## src/rtl/halftone_stream_reader_if.sv

```systemverilog
// Packed-pixel byte stream: valid/ready handshake, a byte moves on a clock edge
// where m_valid && m_ready; the master holds m_data/m_last stable while stalled.
interface halftone_stream_reader_if;
    logic       m_valid;
    logic       m_ready;
    logic [7:0] m_data;
    logic       m_last;

    modport master (output m_valid, output m_data, output m_last, input m_ready);
    modport slave  (input m_valid, input m_data, input m_last, output m_ready);
endinterface

```

## src/rtl/halftone_stream_reader.sv

```systemverilog
// Reads the 8-bit halftone image from RAM, thresholds each pixel to 1 bit,
// packs 8 pixels per byte (MSB = lowest address) and streams the bytes out.
module halftone_stream_reader #(
    parameter int IMG_W  = 512,
    parameter int IMG_H  = 512,
    parameter int ADDR_W = 18
) (
    input  logic                     clk,
    input  logic                     rst_n,
    input  logic                     start,
    output logic                     ram_ren,
    output logic [ADDR_W-1:0]        ram_addr,
    input  logic [7:0]               ram_odata,
    halftone_stream_reader_if.master m_if,
    output logic                     busy,
    output logic                     done,
    output logic [1:0]               o_state_dbg
);
    localparam int unsigned NPIX_I  = IMG_W * IMG_H;
    localparam int unsigned LAST_I  = NPIX_I / 8 - 1;
    localparam logic [ADDR_W:0]   NPIX      = NPIX_I[ADDR_W:0];
    localparam logic [ADDR_W-1:0] LAST_BYTE = LAST_I[ADDR_W-1:0];

    typedef enum logic [1:0] {
        S_IDLE  = 2'd0,
        S_READ  = 2'd1,
        S_FLUSH = 2'd2
    } state_t;

    state_t            r_state;
    logic [ADDR_W:0]   r_rd_addr;   // one extra bit so it can hold NPIX itself
    logic [3:0]        r_bit_cnt;
    logic              r_inflight;
    logic [7:0]        r_pack;
    logic [ADDR_W-1:0] r_byte_cnt;

    logic [3:0] w_fill;
    logic       w_ren;
    logic       w_pix;
    logic       w_accept;
    logic       w_load;

    // Bits captured plus the one read still in flight must not exceed one byte.
    assign w_fill   = r_bit_cnt + {3'b000, r_inflight};
    assign w_ren    = (r_state == S_READ) && (w_fill < 4'd8) && (r_rd_addr < NPIX);
    assign w_pix    = (ram_odata >= 8'd128);
    assign w_accept = m_if.m_valid && m_if.m_ready;
    assign w_load   = (r_bit_cnt == 4'd8) && (!m_if.m_valid || m_if.m_ready);

    assign ram_ren     = w_ren;
    assign ram_addr    = r_rd_addr[ADDR_W-1:0];
    assign o_state_dbg = r_state;

    always_ff @(posedge clk or negedge rst_n) begin
        if (!rst_n) begin
            r_state      <= S_IDLE;
            r_rd_addr    <= '0;
            r_bit_cnt    <= 4'd0;
            r_inflight   <= 1'b0;
            r_pack       <= 8'd0;
            r_byte_cnt   <= '0;
            m_if.m_valid <= 1'b0;
            m_if.m_data  <= 8'd0;
            m_if.m_last  <= 1'b0;
            busy         <= 1'b0;
            done         <= 1'b0;
        end else begin
            done       <= 1'b0;
            r_inflight <= w_ren;
            if (w_ren) begin
                r_rd_addr <= r_rd_addr + 1'b1;
            end
            if (r_inflight) begin
                r_pack    <= {r_pack[6:0], w_pix};
                r_bit_cnt <= r_bit_cnt + 4'd1;
            end
            if (w_accept) begin
                m_if.m_valid <= 1'b0;
                m_if.m_last  <= 1'b0;
            end
            // A load in the same cycle as an accept overrides the drop above.
            if (w_load) begin
                m_if.m_data  <= r_pack;
                m_if.m_valid <= 1'b1;
                m_if.m_last  <= (r_byte_cnt == LAST_BYTE);
                r_byte_cnt   <= r_byte_cnt + 1'b1;
                r_bit_cnt    <= 4'd0;
            end
            case (r_state)
                S_IDLE: begin
                    if (start && !done) begin
                        r_state    <= S_READ;
                        busy       <= 1'b1;
                        r_rd_addr  <= '0;
                        r_byte_cnt <= '0;
                    end
                end
                S_READ: begin
                    if ((r_rd_addr == NPIX) && !r_inflight) begin
                        r_state <= S_FLUSH;
                    end
                end
                S_FLUSH: begin
                    if (w_accept && m_if.m_last) begin
                        r_state <= S_IDLE;
                        busy    <= 1'b0;
                        done    <= 1'b1;
                    end
                end
                default: r_state <= S_IDLE;
            endcase
        end
    end
endmodule

```

## src/flat_wrapper.sv

```systemverilog
// flat-port wrapper written by rule: the top's interface ports become plain ports
module halftone_stream_reader_flat 
#(
    parameter int IMG_W  = 512,
    parameter int IMG_H  = 512,
    parameter int ADDR_W = 18
)
  (clk, rst_n, start, ram_ren, ram_addr, ram_odata, busy, done, o_state_dbg, m_if_m_valid, m_if_m_data, m_if_m_last, m_if_m_ready);
  halftone_stream_reader_if m_if_i ();
  input  logic clk;
  input  logic rst_n;
  input  logic start;
  output logic ram_ren;
  output logic [ADDR_W-1:0] ram_addr;
  input  logic [7:0] ram_odata;
  output logic busy;
  output logic done;
  output logic [1:0] o_state_dbg;
  output wire logic [$bits(m_if_i.m_valid)-1:0] m_if_m_valid;
  output wire logic [$bits(m_if_i.m_data)-1:0] m_if_m_data;
  output wire logic [$bits(m_if_i.m_last)-1:0] m_if_m_last;
  input wire logic [$bits(m_if_i.m_ready)-1:0] m_if_m_ready;
  assign m_if_m_valid = m_if_i.m_valid;
  assign m_if_m_data = m_if_i.m_data;
  assign m_if_m_last = m_if_i.m_last;
  assign m_if_i.m_ready = m_if_m_ready;
  halftone_stream_reader #(.IMG_W(IMG_W), .IMG_H(IMG_H), .ADDR_W(ADDR_W)) u_core (.clk(clk), .rst_n(rst_n), .start(start), .ram_ren(ram_ren), .ram_addr(ram_addr), .ram_odata(ram_odata), .m_if(m_if_i), .busy(busy), .done(done), .o_state_dbg(o_state_dbg));
endmodule
```

## config.mk

```make
export PLATFORM = sky130hd
export DESIGN_NAME = halftone_stream_reader_flat
export DESIGN_NICKNAME = d
export VERILOG_FILES = /design/src/rtl/halftone_stream_reader_if.sv /design/src/rtl/halftone_stream_reader.sv /design/src/flat_wrapper.sv
export SDC_FILE = /design/constraint.sdc
export NUM_CORES = 1
export LEC_CHECK = 0
export ABC_CLOCK_PERIOD_IN_PS = 2100
export CAP_MARGIN = 20
export CORE_MARGIN = 3
export CORE_UTILIZATION = 54
export CTS_CLUSTER_DIAMETER = 30
export DETAILED_ROUTE_END_ITERATION = 8
export HOLD_SLACK_MARGIN = 0.05
export PLACE_DENSITY = 0.83
export SKIP_LAST_GASP = 1
export SYNTH_ARGS = -nofsm -noshare
export SYNTH_HDL_FRONTEND = slang
export SYNTH_SLANG_ARGS = --single-unit
export TNS_END_PERCENT = 10
```

## constraint.sdc

```tcl
create_clock -name clk -period 2.1 [get_ports clk]
set_clock_uncertainty 0.2 [all_clocks]
set_input_delay 0.42 -clock clk [delete_from_list [all_inputs] [get_ports clk]]
set_output_delay 0.42 -clock clk [all_outputs]
set_load 0.02 [all_outputs]
```

Word level (Yosys, flattened, before mapping)
Index checks and enable logic that the tools add are counted.
{"block": "word_totals", "register_bits": 64, "output_inout_bits": 33}
{"block": "op_classes", "addsub": 4, "magnitude_cmp": 3, "n_eq_ne": 8, "n_mux": 20, "reduce_logical": 17}
{"operator": "$mux W19", "n": 3}
{"operator": "$mux W18", "n": 3}
{"operator": "$add A19 B1 Y19 const B", "n": 1}
{"operator": "$eq A19 B19 Y1 const B", "n": 1}
{"operator": "$lt A19 B19 Y1 const B", "n": 1}
{"operator": "$add A18 B1 Y18 const B", "n": 1}
{"operator": "$eq A18 B15 Y1 const B", "n": 1}
{"operator": "$ge A8 B8 Y1 const B", "n": 1}
{"operator": "$mux W4", "n": 2}
{"operator": "$logic_and A1 B1 Y1", "n": 7}
{"operator": "$mux W1", "n": 7}
{"operator": "$mux W2", "n": 3}
{"operator": "$pmux W2 S3", "n": 1}
{"operator": "$reduce_and A3 Y1", "n": 2}
{"operator": "$reduce_bool A2 Y1", "n": 3}
{"operator": "$add A4 B1 Y4", "n": 1}
{"operator": "$add A4 B1 Y4 const B", "n": 1}
{"operator": "$eq A4 B4 Y1 const B", "n": 1}
{"operator": "$lt A4 B4 Y1 const B", "n": 1}
{"operator": "$ne A2 B1 Y1 const B", "n": 2}
{"operator": "$logic_not A1 Y1", "n": 3}
{"operator": "$eq A2 B1 Y1 const B", "n": 1}
{"operator": "$eq A2 B2 Y1 const B", "n": 1}
{"operator": "$logic_not A2 Y1", "n": 1}
{"operator": "3 further kinds", "n": 3}

Longest topological paths before layout
Gate-level depths: netlist (run 1).
{"block": "depth", "ltp_word": 7, "depth_mapped": 8, "ltp_nobuf": 7}

Worst setup path before layout (run 1)
Ideal clock, no wire load.
{"block": "synth_timing", "kind": "register to register", "startpoint": "register u_core.r_state[1] (netlist: u_core.o_state_dbg[1])", "endpoint": "register u_core.r_rd_addr[3]", "setup_time_ns": 0.128, "arrival_ns": 1.670, "t_required_ns": 1.772, "path_slack_ns": 0.102, "stages_incl_launch_ff": 7, "path_buffers": 1, "synth_period_minus_slack_ns": 1.998, "path_cell_list": "dfrtp_1 -> nand2b_1 -> nor2_1 -> and2_1 -> clkbuf_1 -> nand4_1 -> mux2i_1"}
{"block": "synth_between", "elab_chain_cells": 6, "word_cells_on_any_way": 7}
{"item": "from (decl)", "line": "halftone_stream_reader.sv:30", "rtl": "state_t r_state;"}
{"item": "from (signal assigned)", "line": "halftone_stream_reader.sv:56", "rtl": "r_state <= S_IDLE;"}
{"item": "from (signal assigned)", "line": "halftone_stream_reader.sv:92", "rtl": "r_state <= S_READ;"}
{"item": "from (signal assigned)", "line": "halftone_stream_reader.sv:100", "rtl": "r_state <= S_FLUSH;"}
{"item": "$eq A2 B1 Y1 (*)", "line": "halftone_stream_reader.sv:45", "rtl": "assign w_ren = (r_state == S_READ) && (w_fill < 4'd8) && (r_rd_addr < NPIX);"}
{"item": "$logic_and A1 B1 Y1 (*) (2 in a row)", "line": "halftone_stream_reader.sv:45"}
{"item": "via ram_ren", "line": "flat_wrapper.sv:13", "rtl": "output logic ram_ren;"}
{"item": "$mux W19 (*)", "line": "halftone_stream_reader.sv:70", "rtl": "if (w_ren) begin"}
{"item": "$mux W19", "line": "halftone_stream_reader.sv:91", "rtl": "if (start && !done) begin"}
{"item": "$mux W19 (*)", "line": "halftone_stream_reader.sv:89", "rtl": "case (r_state)"}
{"item": "to (signal assigned)", "line": "halftone_stream_reader.sv:71", "rtl": "r_rd_addr <= r_rd_addr + 1'b1;"}
{"item": "to (decl)", "line": "halftone_stream_reader.sv:31", "rtl": "logic [ADDR_W:0] r_rd_addr;"}
The timed path passes the listed nets; every way through them passes the cells marked *.
A chain may end at the register's enable or synchronous reset.

Final worst setup path (run 1)
{"block": "layout_timing", "startpoint": "register u_core.r_rd_addr[12]", "endpoint": "output ram_addr[12]"}
{"item": "to (decl)", "line": "flat_wrapper.sv:14", "rtl": "output logic [ADDR_W-1:0] ram_addr;"}
No word-level cell between the ends.

==> results of run 1 <==
cells by family (layout without fill, tap and decap cells):
family,count (synthesis),in the layout,synth area share
adders and majority gates,5,5,0.0198
DFF,64,64,0.508
and+or+nand+nor,124,124,0.218
xor gates and xnor gates,24,24,0.0690
AOI/OAI and AO/OA,31,31,0.0547
buffers and inverters,38,83,0.0674
muxes,18,18,0.0635
registers in the layout (all words and copies together) (netlist names), 2 cells and up:
| name | flops |
|---|---|
| u_core.r_rd_addr | 19 |
| u_core.r_byte_cnt | 18 |
| u_core.m_if.m_data | 8 |
| u_core.r_pack | 8 |
| u_core.r_bit_cnt | 4 |
| u_core.o_state_dbg | 2 |
area by class of cell:
type | count | share of cell area
flip-flops and latches | 64 | 0.420
multi-input cells | 202 | 0.353
repair buffers | 58 | 0.143
clock buffers | 13 | 0.0416
well taps | 72 | 0.0236
clock inverters | 3 | 0.0105
inverters | 9 | 0.00885
Yosys cell counts, types with 3 or more instances:
cell type	n	share of area
sky130_fd_sc_hd__mux2_2	16	0.057
sky130_fd_sc_hd__and3_1	4	0.0079
sky130_fd_sc_hd__buf_4	18	0.043
sky130_fd_sc_hd__nand4_1	18	0.036
sky130_fd_sc_hd__clkbuf_1	9	0.011
sky130_fd_sc_hd__nor2_1	29	0.035
sky130_fd_sc_hd__or3_1	7	0.014
sky130_fd_sc_hd__a21oi_1	10	0.016
sky130_fd_sc_hd__xnor2_1	14	0.039
sky130_fd_sc_hd__dfrtp_1	64	0.51
sky130_fd_sc_hd__o21a_1	3	0.0071
sky130_fd_sc_hd__xor2_1	9	0.025
sky130_fd_sc_hd__o31ai_1	3	0.0071
sky130_fd_sc_hd__nor3_1	10	0.016
sky130_fd_sc_hd__and4_1	4	0.011
sky130_fd_sc_hd__ha_1	5	0.020
sky130_fd_sc_hd__nand3_1	11	0.017
sky130_fd_sc_hd__nand2_1	16	0.019
sky130_fd_sc_hd__o21ai_0	14	0.022
sky130_fd_sc_hd__and2_1	5	0.0099
sky130_fd_sc_hd__nor4_1	4	0.0079
sky130_fd_sc_hd__inv_1	9	0.011
cell usage in the layout (no fill, tap or decap), types with 2 or more instances in the layout:
| cell type | synthesis | final |
|---|---|---|
| sky130_fd_sc_hd__o21ai_0 | 14 | 14 |
| sky130_fd_sc_hd__mux2i_1 | 2 | 2 |
| sky130_fd_sc_hd__and3_1 | 4 | 4 |
| sky130_fd_sc_hd__or4_1 | 2 | 2 |
| sky130_fd_sc_hd__a21oi_1 | 10 | 10 |
| sky130_fd_sc_hd__nand3b_1 | 2 | 2 |
| sky130_fd_sc_hd__nand4_1 | 18 | 18 |
| sky130_fd_sc_hd__nor3_1 | 10 | 10 |
| sky130_fd_sc_hd__o31ai_1 | 3 | 3 |
| sky130_fd_sc_hd__clkinv_2 | 0 | 2 |
| sky130_fd_sc_hd__or3_1 | 7 | 7 |
| sky130_fd_sc_hd__nor2_1 | 29 | 29 |
| sky130_fd_sc_hd__xor2_1 | 9 | 9 |
| sky130_fd_sc_hd__nand2_1 | 16 | 16 |
| sky130_fd_sc_hd__clkdlybuf4s50_1 | 0 | 35 |
| sky130_fd_sc_hd__clkbuf_8 | 0 | 11 |
| sky130_fd_sc_hd__nand3_1 | 11 | 11 |
| sky130_fd_sc_hd__inv_1 | 9 | 9 |
| sky130_fd_sc_hd__mux2_2 | 16 | 16 |
| sky130_fd_sc_hd__ha_1 | 5 | 5 |
| sky130_fd_sc_hd__buf_4 | 18 | 18 |
| sky130_fd_sc_hd__nor4_1 | 4 | 4 |
| sky130_fd_sc_hd__clkbuf_1 | 9 | 2 |
| sky130_fd_sc_hd__nand2b_1 | 2 | 2 |
| sky130_fd_sc_hd__and4_1 | 4 | 4 |
| sky130_fd_sc_hd__and2_1 | 5 | 5 |
| sky130_fd_sc_hd__buf_2 | 2 | 2 |
| sky130_fd_sc_hd__o21a_1 | 3 | 3 |
| sky130_fd_sc_hd__dfrtp_1 | 64 | 64 |
| sky130_fd_sc_hd__xnor2_1 | 14 | 14 |
| sky130_fd_sc_hd__buf_12 | 0 | 2 |
metal layers:
metal	wire (µm)	up-vias
met5	0	-
met4	102	0
met3	253	11
met2	2730	49
met1	2860	1153
li1	-	1125
power groups by stage:
| stage | registers, W | logic [W] | clock network, W |
|---|---|---|---|
| after floorplan | 0.00130 | 0.000104 | 0 |
| after global placement | 0.00131 | 0.000180 | 0 |
| after detailed placement | 0.00131 | 0.000183 | 0 |
| after CTS | 0.00128 | 0.000185 | 0.00108 |
| after global routing | 0.00129 | 0.000200 | 0.00113 |
| final | 0.00128 | 0.000182 | 0.00106 |
timing repair:
action | in CTS | in global routing
hold buffers | 1 | 0
cloned | 0 | 0
gates resized for setup | 3 | 1
pin swaps | 0 | 0
hold endpoints to repair | 64 | 0
endpoints found under the setup margin | 1 | 11
through the flow:
stage | hold WS (ns) | utilization | setup TNS (ns) | area (µm²)
after floorplan | -0.0756 | - | 0 | 3150
after global placement | 0.259 | 0.648 | -0.528 | 3610
after detailed placement | 0.259 | 0.648 | -0.798 | 3610
after CTS | 0.313 | 0.686 | 0 | 3820
after global routing | 0.333 | 0.685 | -0.110 | 3820
final | 0.309 | 0.685 | 0 | 3820
path summary, 6_finish.rpt:
path,to,slack (ns),start
min in group asynchronous,u_core.r_byte_cnt[7],0.43,rst_n
worst max-delay path,ram_addr[12],0.03,u_core.r_rd_addr[12]
worst max register to register,u_core.r_rd_addr[8],0.11,u_core.r_rd_addr[0]
max in group asynchronous,u_core.r_rd_addr[7],1.00,rst_n
worst min register to register,u_core.r_pack[7],0.31,u_core.r_pack[7]
worst min-delay path,u_core.r_pack[7],0.31,u_core.r_pack[7]
==> results.txt, run 1 <==
The met1 capacity usage during global routing is 0.287. The share of post-route cells with drive strength above 1 is 0.169, and the pre-CTS setup slack is -0.0828 ns. The critical path buffer and inverter count works out to 1.

The DRC violations left was 0. The longest individual stage delay on the worst path came out at 0.65 ns. Summed over all layers, the routed wires come to 5950 µm.

The synthesized instance count came out at 304. Initial antenna violation count: 0. The final cycle utilization of the critical path was 0.988. Master of the slowest instance on the critical path: sky130_fd_sc_hd__clkdlybuf4s50_1. In this run, synthesis inferred 0 flip-flops with an integrated enable. The share of power burned in registers came out at 0.509. The global-route track usage on met3 was 0.0434; the average wire per cell in the routed design was 14.1 µm. The floorplan has 27 rows. The fill cell instance count of the final layout came out at 434. For the warning count from the yosys run, the log shows 0. The synthesized area divided by synthesized cell count works out to 10.4 µm².

The worst setup path is captured at a primary output. The run gives 0 as the number of max-cap violations. The worst-margin pin slew works out to 0.482 ns. Family of cells with the greatest summed delay on the critical path: buffers and inverters. 45 I/O pins were placed. Setup repair after global routing could not meet its margin everywhere. The total stage count of the critical path is 1. Clock-pin slew was measured on the worst setup and hold paths at 0.07 ns.

The violation count after the first detailed-routing iteration is 189. Counting the buffers created by CTS gives 9. The remaining antenna violation count after routing was 0. The flip-flop and latch count after synthesis is 64. The arrival time of the worst setup path is 1.45 ns. The number of endpoints with negative hold slack in the final report is 0, and the final estimated routing congestion in global placement is 0.837. The tools report the overall track demand over capacity in global routing as 0.200.

For this run, the leading register cell type out of synthesis is sky130_fd_sc_hd__dfrtp_1. The fraction of power spent switching nets works out to 0.230. The initial standard-cell utilization of the core was 0.566; the area taken by flip-flops and latches was 1600 µm². For the maximum ir drop on the vdd rail, the log shows 0.470 mV.

The flow ran to the end, and the final reports show no timing, DRC or antenna violations. The run gives 0.679 as the headroom to the max-slew limit. The analysis attributes to cell leakage a power of 1.69 nW.

The final period demand of the worst path came out at 2.07 ns. The global routing's busiest layer was met2. The logs give 321 for the synthesized netlist net count and 0 for the residual overflow from global routing. Detailed placement finished with a half-perimeter wire length of 4030 µm. Class of the most critical setup path: register to primary output. The first global-routing pass estimated 10400 µm of wire. Category of the worst setup path launch point: a register.

Area enclosed by the die boundary: 6790 µm². Traced cell by cell, the critical path runs through clkdlybuf4s50_1. The run gives 0 as the post-CTS setup repair buffer count. The run gives 0.295 as the met2 track utilization from global routing. Cell internal power was estimated by the tool at 0.00194 W. The cell count of the worst hold path works out to 1.

The count of cell types in the netlist is 38, and the critical-path maximum fanout is 5. The clock sink total was 64. The tools report the clock network fraction of total power as 0.419.

Required time of the critical path: 1.48 ns. The horizontal die dimension is 82.4 µm, and the ratio of total power to cell area is 661 nW/µm². Based on the critical path, the design can be clocked at up to 0.482 GHz. The routed via count divided by cell count is 5.55. The run gives 0.072 as the combinational share of power. Buffers placed on the I/O ports in this run total 37. From synthesis to final layout, the design area changed by 21.0%. The cell area after synthesis is 3150 µm². Setup slack on the critical path of the routed design comes to 0.0258 ns. The clock tree synthesis step divided the H-tree into 3 levels.

Clock tree synthesis selected as its root buffer the cell sky130_fd_sc_hd__clkbuf_8. The run gives 2212 as the number of global-route vias before repair. In this run the standard cell core region covers 5570 µm². Once layout is complete, the cells apart from fillers number 421.

Across all layers, the routed design uses 2338 vias. After detailed placement, the design holds a cell count of 404. The first detailed-routing pass ran for 4 iterations. Setup violations remaining at the end of the flow were counted as 0. The run gives 1350 µm² as the area of the multi-input gates.

Summed over all nets, the switching power comes to 0.000581 W. The number of cells on the worst reg-to-reg path is 5, and the proportion of synthesized flip-flops having asynchronous set or reset is 1.00. The tools report the power after layout as 0.00252 W. Entering global routing, the biggest net connects 65 pins. The sequential share of the synthesized area was 0.508; the total count of max-transition violations in the final report was 0.

The tools report the clock latency on the worst-skew pair as 0.33 ns. The vertical extent of the die came out at 82.4 µm. TritonCTS built the clock tree. After the last flow step, the layout net total stands at 361. The antenna cell count came out at 0. The maximum buffer depth of the clock tree was 2. Path class of the lowest-slack min-delay path: register to register.
(Power assumes the default switching activity.)
==> inputs of run 2 (changes only) <==
CAP_MARGIN = 30   (was 20)
==> results of run 2 <==
Final layout, timing and power as in run 1 (identical DEF).
